File: config.mk
export PLATFORM = sky130hd
export DESIGN_NAME = mio_bus_ctrl
export DESIGN_NICKNAME = d
export VERILOG_FILES = /design/src/rtl/mio_bus_pkg.sv /design/src/rtl/mio_addr_decode.sv /design/src/rtl/mio_bus_ctrl.sv
export SDC_FILE = /design/constraint.sdc
export NUM_CORES = 1
export LEC_CHECK = 0
export CAP_MARGIN = 15
export CORE_AREA = 5 5 154 156
export DETAILED_ROUTE_END_ITERATION = 10
export DIE_AREA = 0 0 159 161
export PLACE_DENSITY = 0.74
export SYNTH_ARGS = -nofsm -noshare
export SYNTH_HDL_FRONTEND = slang
export SYNTH_SLANG_ARGS = --single-unit
File: constraint.sdc
create_clock -name clk -period 2.85 [get_ports clk]
set_input_delay 0.57 -clock clk [delete_from_list [all_inputs] [get_ports clk]]
set_output_delay 0.57 -clock clk [all_outputs]
set_load 0.02 [all_outputs]
File: src/rtl/mio_bus_pkg.sv
// Shared types and default slot map for the CPU memory/IO bus controller.
package mio_bus_pkg;

  typedef enum logic [1:0] {
    ST_IDLE,
    ST_ACC,
    ST_RESP
  } bus_state_e;

  localparam logic [3:0] TAG_RAM  = 4'h0;
  localparam logic [3:0] TAG_VGA  = 4'hc;
  localparam logic [3:0] TAG_KBD  = 4'hd;
  localparam logic [3:0] TAG_SEG  = 4'he;
  localparam logic [3:0] TAG_GPIO = 4'hf;
  localparam logic [3:0] TAG_AUX  = 4'hb;

  // Slot i lives at bits [i*4 +: 4], so slot 0 (RAM) is the rightmost entry.
  localparam logic [23:0] DEF_SLV_TAGS =
    {TAG_AUX, TAG_GPIO, TAG_SEG, TAG_KBD, TAG_VGA, TAG_RAM};

endpackage

File: src/rtl/mio_addr_decode.sv
// Combinational address-tag decoder: one-hot slot select plus hit flag.
module mio_addr_decode
  import mio_bus_pkg::*;
#(
  parameter int                     NSLV     = 6,
  parameter int                     TAGW     = 4,
  parameter logic [NSLV*TAGW-1:0]   SLV_TAGS = DEF_SLV_TAGS
) (
  input  logic [TAGW-1:0] tag,
  output logic [NSLV-1:0] sel,
  output logic            hit
);

  // Scan from the top down so the lowest matching slot overwrites the rest.
  always_comb begin
    sel = '0;
    hit = 1'b0;
    for (int i = NSLV - 1; i >= 0; i--) begin
      if (tag == SLV_TAGS[i*TAGW +: TAGW]) begin
        sel    = '0;
        sel[i] = 1'b1;
        hit    = 1'b1;
      end
    end
  end

endmodule

File: src/rtl/mio_bus_ctrl.sv
// CPU bus controller: tag decode, registered req/ready/ack handshake with
// per-access wait-state timeout and bus-error reporting.
module mio_bus_ctrl
  import mio_bus_pkg::*;
#(
  parameter int                     NSLV     = 6,
  parameter int                     AW       = 32,
  parameter int                     DW       = 32,
  parameter int                     TAGW     = 4,
  parameter logic [NSLV*TAGW-1:0]   SLV_TAGS = DEF_SLV_TAGS,
  parameter int                     TIMEOUT  = 15
) (
  input  logic                 clk,
  input  logic                 rst,
  input  logic                 cpu_req,
  input  logic                 cpu_we,
  input  logic [AW-1:0]        cpu_addr,
  input  logic [DW-1:0]        cpu_wdata,
  output logic                 cpu_ack,
  output logic                 cpu_err,
  output logic [DW-1:0]        cpu_rdata,
  output logic                 busy,
  output logic [AW-1:0]        err_addr,
  output logic [NSLV-1:0]      slv_sel,
  output logic                 slv_we,
  output logic [AW-1:0]        slv_addr,
  output logic [DW-1:0]        slv_wdata,
  input  logic [NSLV*DW-1:0]   slv_rdata,
  input  logic [NSLV-1:0]      slv_rdy
);

  localparam int             CW       = $clog2(TIMEOUT + 1);
  localparam logic [CW-1:0]  WAIT_MAX = CW'(TIMEOUT);

  bus_state_e       state;
  logic [CW-1:0]    wait_cnt;
  logic [NSLV-1:0]  dec_sel;
  logic             dec_hit;
  logic             sel_rdy;
  logic [DW-1:0]    sel_rdata;

  mio_addr_decode #(
    .NSLV     (NSLV),
    .TAGW     (TAGW),
    .SLV_TAGS (SLV_TAGS)
  ) u_decode (
    .tag (cpu_addr[AW-1 -: TAGW]),
    .sel (dec_sel),
    .hit (dec_hit)
  );

  // slv_sel is one-hot or zero, so OR-ing the gated slots is the read mux.
  always_comb begin
    sel_rdy   = 1'b0;
    sel_rdata = '0;
    for (int i = 0; i < NSLV; i++) begin
      if (slv_sel[i]) begin
        sel_rdy   = sel_rdy | slv_rdy[i];
        sel_rdata = sel_rdata | slv_rdata[i*DW +: DW];
      end
    end
  end

  assign busy = (state != ST_IDLE);

  always_ff @(posedge clk) begin
    if (rst) begin
      state     <= ST_IDLE;
      wait_cnt  <= '0;
      cpu_ack   <= 1'b0;
      cpu_err   <= 1'b0;
      cpu_rdata <= '0;
      err_addr  <= '0;
      slv_sel   <= '0;
      slv_we    <= 1'b0;
      slv_addr  <= '0;
      slv_wdata <= '0;
    end else begin
      case (state)
        ST_IDLE: begin
          cpu_ack <= 1'b0;
          if (cpu_req) begin
            slv_addr  <= cpu_addr;
            slv_wdata <= cpu_wdata;
            if (dec_hit) begin
              slv_sel  <= dec_sel;
              slv_we   <= cpu_we;
              wait_cnt <= '0;
              state    <= ST_ACC;
            end else begin
              cpu_ack   <= 1'b1;
              cpu_err   <= 1'b1;
              cpu_rdata <= '0;
              err_addr  <= cpu_addr;
              state     <= ST_RESP;
            end
          end
        end

        // Ready beats timeout when both land in the same cycle.
        ST_ACC: begin
          if (sel_rdy) begin
            cpu_rdata <= slv_we ? '0 : sel_rdata;
            cpu_err   <= 1'b0;
            cpu_ack   <= 1'b1;
            slv_sel   <= '0;
            slv_we    <= 1'b0;
            state     <= ST_RESP;
          end else if (wait_cnt == WAIT_MAX) begin
            cpu_rdata <= '0;
            cpu_err   <= 1'b1;
            cpu_ack   <= 1'b1;
            err_addr  <= slv_addr;
            slv_sel   <= '0;
            slv_we    <= 1'b0;
            state     <= ST_RESP;
          end else begin
            wait_cnt <= wait_cnt + 1'b1;
          end
        end

        ST_RESP: begin
          cpu_ack <= 1'b0;
          state   <= ST_IDLE;
        end

        default: begin
          cpu_ack <= 1'b0;
          slv_sel <= '0;
          slv_we  <= 1'b0;
          state   <= ST_IDLE;
        end
      endcase
    end
  end

endmodule

# Yosys cells after proc, flatten, opt, wreduce, memory -nomap -nowiden
# Index checks and enable logic that the tools add are counted.
# totals
ff_bits,143
input_bits,266
out_inout_bits,138
wordCells,111
# classes
addsub,1
n_eq_ne,15
mux,64
n_bitwise,11
n_reduce_logical,10
# op_table
cell,count
32-bit two-way mux,15
32-bit OR,5
32-bit case mux with 2 select lines,2
6-bit two-way mux,10
"4-bit == test, second input constant",6
1-bit two-way mux,23
6-bit case mux with 3 select lines,1
4-bit two-way mux,4
"2-bit inequality test, second input constant",6
5-bit AND reduction,2
2-bit two-way mux,4
4-bit case mux with 2 select lines,1
4-bit AND reduction,2
1-bit OR,5
"4-bit by 1-bit adder with 4-bit output, second input constant",1
4-bit zero test,1
1-bit case mux with 2 select lines,2
2-bit case mux with 2 select lines,1
2-bit AND reduction,2
2-bit nonzero test,2
"3-bit inequality test, second input constant",1
1-bit case mux with 3 select lines,1
"2-bit by 1-bit == test with 1-bit output, second input constant",1
"2-bit == test, second input constant",1
2 further kinds,2

# Longest topological paths before layout
# depth
depth_word,14
ltp_mapped,7
mapped_depth_nobuf,6

# Cells and area by module
# From an unflattened synthesis, not the netlist that was laid out.
# hier_totals
hier_cells,847
area_unflattened_um2,7211.9
# by_module_without_submodules
mod,instances,cells_per_inst,area_each_um2,seq_area_each_um2
mio_bus_ctrl,1,836,7146.9,2862.7
mio_addr_decode,1,11,65.1,0.0

# Worst setup path after synthesis
# Ideal clock, no wire load.
# synth_timing
path_type,input to register
startpoint,in cpu_addr[29]
endpoint,reg wait_cnt[2]
setup_time_ps,70
arrival_ps,2078
required_ps,2780
path_slack_ps,701
path_stages,6
n_path_buf,1
cell_sequence,buf_2 or4_4 o21ai_4 a22oi_4 or4b_1 a21oi_1
# synth_between
elab_chain_len,9
elab_cells_between_ends,14
cone_classes,eq/ne: 6; mux: 6; reduce/logical: 2
# synth_rtl
element,line,source
"start, declared",mio_bus_ctrl.sv:17,"input logic [AW-1:0] cpu_addr,"
4-bit == test,mio_addr_decode.sv:19,if (tag == SLV_TAGS[i*TAGW +: TAGW]) begin
1-bit two-way mux (5 in a row),mio_addr_decode.sv:19,
1-bit two-way mux (*),mio_addr_decode.sv:19,
2-bit inequality test (no line) (*),n/a,
5-bit AND reduction (no line) (*),n/a,
"end signal, assigned",mio_bus_ctrl.sv:118,wait_cnt <= wait_cnt + 1'b1;
"end, declared",mio_bus_ctrl.sv:36,logic [CW-1:0] wait_cnt;
# Mark *: on every way between the ends. The rest lies on a longest branch, timed or not.
# A chain may end at the register's enable or synchronous reset.

# Worst setup path in the final report
# layout_timing
startpoint,reg state[1]
endpoint,out busy
# layout_between
elab_chain_len,1
# layout_rtl
element,line,source
"start, declared",mio_bus_ctrl.sv:35,bus_state_e state;
"start signal, assigned",mio_bus_ctrl.sv:68,state <= ST_IDLE;
"start signal, assigned",mio_bus_ctrl.sv:89,state <= ST_ACC;
"start signal, assigned",mio_bus_ctrl.sv:95,state <= ST_RESP;
2-bit nonzero test,mio_bus_ctrl.sv:64,assign busy = (state != ST_IDLE);
"end, declared",mio_bus_ctrl.sv:22,"output logic busy,"
# No other way between the ends.

==> impl_metrics.env <==
export IMPL_timing_final_ws_setup_ns=0.3774
export IMPL_hold_buffers=0
export IMPL_intPower_mw=4.093
export IMPL_clkSlewWorstSetupHoldPaths_ns=0.06
export IMPL_dieArea_um2=25600
export IMPL_synth_adder_area_share=0.001974
export IMPL_cp_max_fo=7
export IMPL_final_area_um2=11220
export IMPL_r2r_cells=5
export IMPL_coreArea_um2=22230
export IMPL_async_flop_share=0
export IMPL_hold_violations=0
export IMPL_syn_inst=736
export IMPL_clockBufferDepth=2
export IMPL_ir_drop_uv=357.1
export IMPL_routed_via_density=5.026
export IMPL_synth_edff_count=0
export IMPL_cts_sinks=143
export IMPL_clockRootBuffer="clkbuf_16"
export IMPL_die_h_um=161
export IMPL_fmax_mhz=404.4
export IMPL_layout_commonest_cell="clkdlybuf4s50_1"
export IMPL_power_density_nw_per_um2=513.4
export IMPL_synth_fp_nets=1003
export IMPL_initial_core_util=0.2851
export IMPL_hold_depth=2
export IMPL_n_fill_cell=2082
export IMPL_pwr_share_seq=0.386
export IMPL_power_leakage_nw=4.297
export IMPL_cts_resized_gates=0
export IMPL_ys_seq_area_frac=0.4517
export IMPL_worstPathArrival_ns=1.90
export IMPL_slew_headroom=0.5540
export IMPL_finalMaxSlewViolations=0
export IMPL_holdCritPathClass="reg2reg"
export IMPL_die_x_um=159
export IMPL_dp_slack_ns=0.1952
export IMPL_avgSynthCellArea_um2=8.611
export IMPL_rows=55
export IMPL_p_comb_frac=0.241
export IMPL_tritoncts="yes"
export IMPL_overflow=0
export IMPL_worst_path_max_delay_cell="clkdlybuf4s50_1"
export IMPL_seqCellArea_um2=2863
export IMPL_total_power_mw=5.759
export IMPL_finalSetupViolCount=0
export IMPL_cts_max_level=4
export IMPL_io_pins=404
export IMPL_ant_nets=0
export IMPL_clkLatencyLatePin_ns=0.42
export IMPL_cp_start_kind="register"
export IMPL_clock_power_share=0.373
export IMPL_place_area_um2=10650
export IMPL_firstDrtPassIters=4
export IMPL_synth_distinct_cells=42
export IMPL_swShare=0.2893
export IMPL_dpl_hpwl_mm=20.47
export IMPL_tns_ns=0
export IMPL_grt_pass1_vias=7082
export IMPL_synthSimpleGateAreaFrac=0.1585
export IMPL_slowest_delay_ns=0.66
export IMPL_path_class="reg2out"
export IMPL_syn_to_final_growth_pct=77.00
export IMPL_post_cts_setup_buffers=0
export IMPL_multi_input_area_um2=3193
export IMPL_path_cells="nor2_2, inv_1, clkdlybuf4s50_1"
export IMPL_synth_xor_area_frac=0.001382
export IMPL_grt_pass1_wl_mm=41.16
export IMPL_antenna_found_initial=6
export IMPL_routed_wl_mm=27.18
export IMPL_grt_max_degree=76
export IMPL_synth_compound_area_share=0.2744
export IMPL_fin_crit_ns=2.473
export IMPL_fin_crit_sh=0.8676
export IMPL_synth_top_family_by_area="compound AO/OA/AOI/OAI gates"
export IMPL_ys_warn_count=0
export IMPL_synth_area_um2=6337
export IMPL_crit_required_ns=2.28
export IMPL_synthFlopType="dfxtp_1"
export IMPL_nNetsFinal=1374
export IMPL_numCtsBuffers=17
export IMPL_mostFrequentLayoutCells="clkdlybuf4s50_1, dfxtp_1, nand2_1, a22oi_1, a21oi_1"
export IMPL_port_buffers=403
export IMPL_rsz0062_at_grt="false"
export IMPL_finClkSkew_ns=0.01283
export IMPL_wl_per_cell_um=19.31
export IMPL_gp_congestion=0.8142
export IMPL_yosys_register_bits=143
export IMPL_synth_mux_area_frac=0.06338
export IMPL_tightest_slew_ns=0.6689
export IMPL_status="finished clean"
export IMPL_num_vias=7077
export IMPL_drive_above_1_share=0.05536
export IMPL_drtIter0Drc=306
export IMPL_drc=0
export IMPL_switchingPower_mw=1.666
export IMPL_critPathCaptureType="output pin"
export IMPL_grt_use_total=0.2015
export IMPL_cap_violations=0
metrics by stage:
stage | hold WS, ns | utilization | instances
3_5_place_dp | 0.4457 | 0.4791 | 1373
6_report | 0.4547 | 0.5046 | 1408
3_3_place_gp | 0.4405 | 0.4791 | 1373
5_1_grt | 0.4731 | 0.5046 | 1408
2_1_floorplan | 0.4781 | - | 736
4_1_cts | 0.4548 | 0.5043 | 1405
Yosys cell counts (all sizes together), types with 2 or more instances:
cell type  number  area, um^2
nand2b          7       43.79
nor2           42       160.2
a211oi         32       240.2
inv             4       15.01
nand2         134       503.0
a22oi         101       772.0
a22o           32       280.3
mux2i          39       390.4
or4             2       18.77
nand3          34       170.2
or3             2       12.51
a21oi          71       359.1
buf            25       131.4
o21ai           4       35.04
clkbuf         43       161.4
nor2b           2       12.51
nor3            3       15.01
dfxtp         143        2863
nand3b          2       15.01
per-layer routing:
layer / vias up / global-route usage / wire [um]
met2: 305 / 0.3477 / 13590
li1: 3432 / - / -
met3: 29 / 0.07553 / 2507
met4: 2 / 0.06126 / 548
met1: 3309 / 0.2332 / 10530
met5: - / 0 / 7
power by group through the flow:
stage / clock network [mW] / logic [mW] / registers (mW)
final: 2.15 / 1.39 / 2.23
after global routing: 2.29 / 1.49 / 2.24
after CTS: 2.21 / 1.41 / 2.23
after detailed placement: 0 / 1.40 / 2.27
after global placement: 0 / 1.38 / 2.27
after floorplan: 0 / 0.434 / 2.43
worst max-delay path: cells and delay by family (launching register included):
kind	cells	cell delay [ns]
buffers and inverters	2	0.82
DFF	1	0.52
and+or+nand+nor	1	0.15
flip-flops by register name, summed over array words and instances (netlist names):
signal	cells
cpu_err	1
cpu_rdata	32
slv_sel	6
wait_cnt	4
slv_wdata	32
state	2
cpu_ack	1
slv_addr	32
slv_we	1
err_addr	32
final timing paths:
path | from | endpoint | slack [ns]
worst max-delay path | state[1]$_SDFFE_PP0P_ | busy | 0.38
worst max register to register | slv_sel[5]$_SDFFE_PP0P_ | slv_sel[1]$_SDFFE_PP0P_ | 0.61
worst min register to register | slv_wdata[19]$_SDFFE_PP0P_ | slv_wdata[19]$_SDFFE_PP0P_ | 0.45
worst min-delay path | slv_wdata[19]$_SDFFE_PP0P_ | slv_wdata[19]$_SDFFE_PP0P_ | 0.45
cells by family after synthesis:
| family | Yosys count |
|---|---|
| AND/OR/NAND/NOR | 235 |
| adder cells (fa/ha/maj) | 1 |
| AO/OA/AOI/OAI | 244 |
| buffers and inverters | 72 |
| flip-flops | 143 |
| multiplexers | 40 |
| XOR/XNOR | 1 |
area by class of cell:
| class | instances | area share |
|---|---|---|
| Sequential cell | 143 | 0.2552 |
| Tap cell | 285 | 0.03179 |
| Clock inverter | 14 | 0.01171 |
| Clock buffer | 18 | 0.03826 |
| Multi-Input combinational cell | 521 | 0.2847 |
| Timing Repair Buffer | 420 | 0.3764 |
| Inverter | 4 | 0.001339 |
| Antenna cell | 3 | 0.0006693 |
Power figures use the tool's default switching activity.
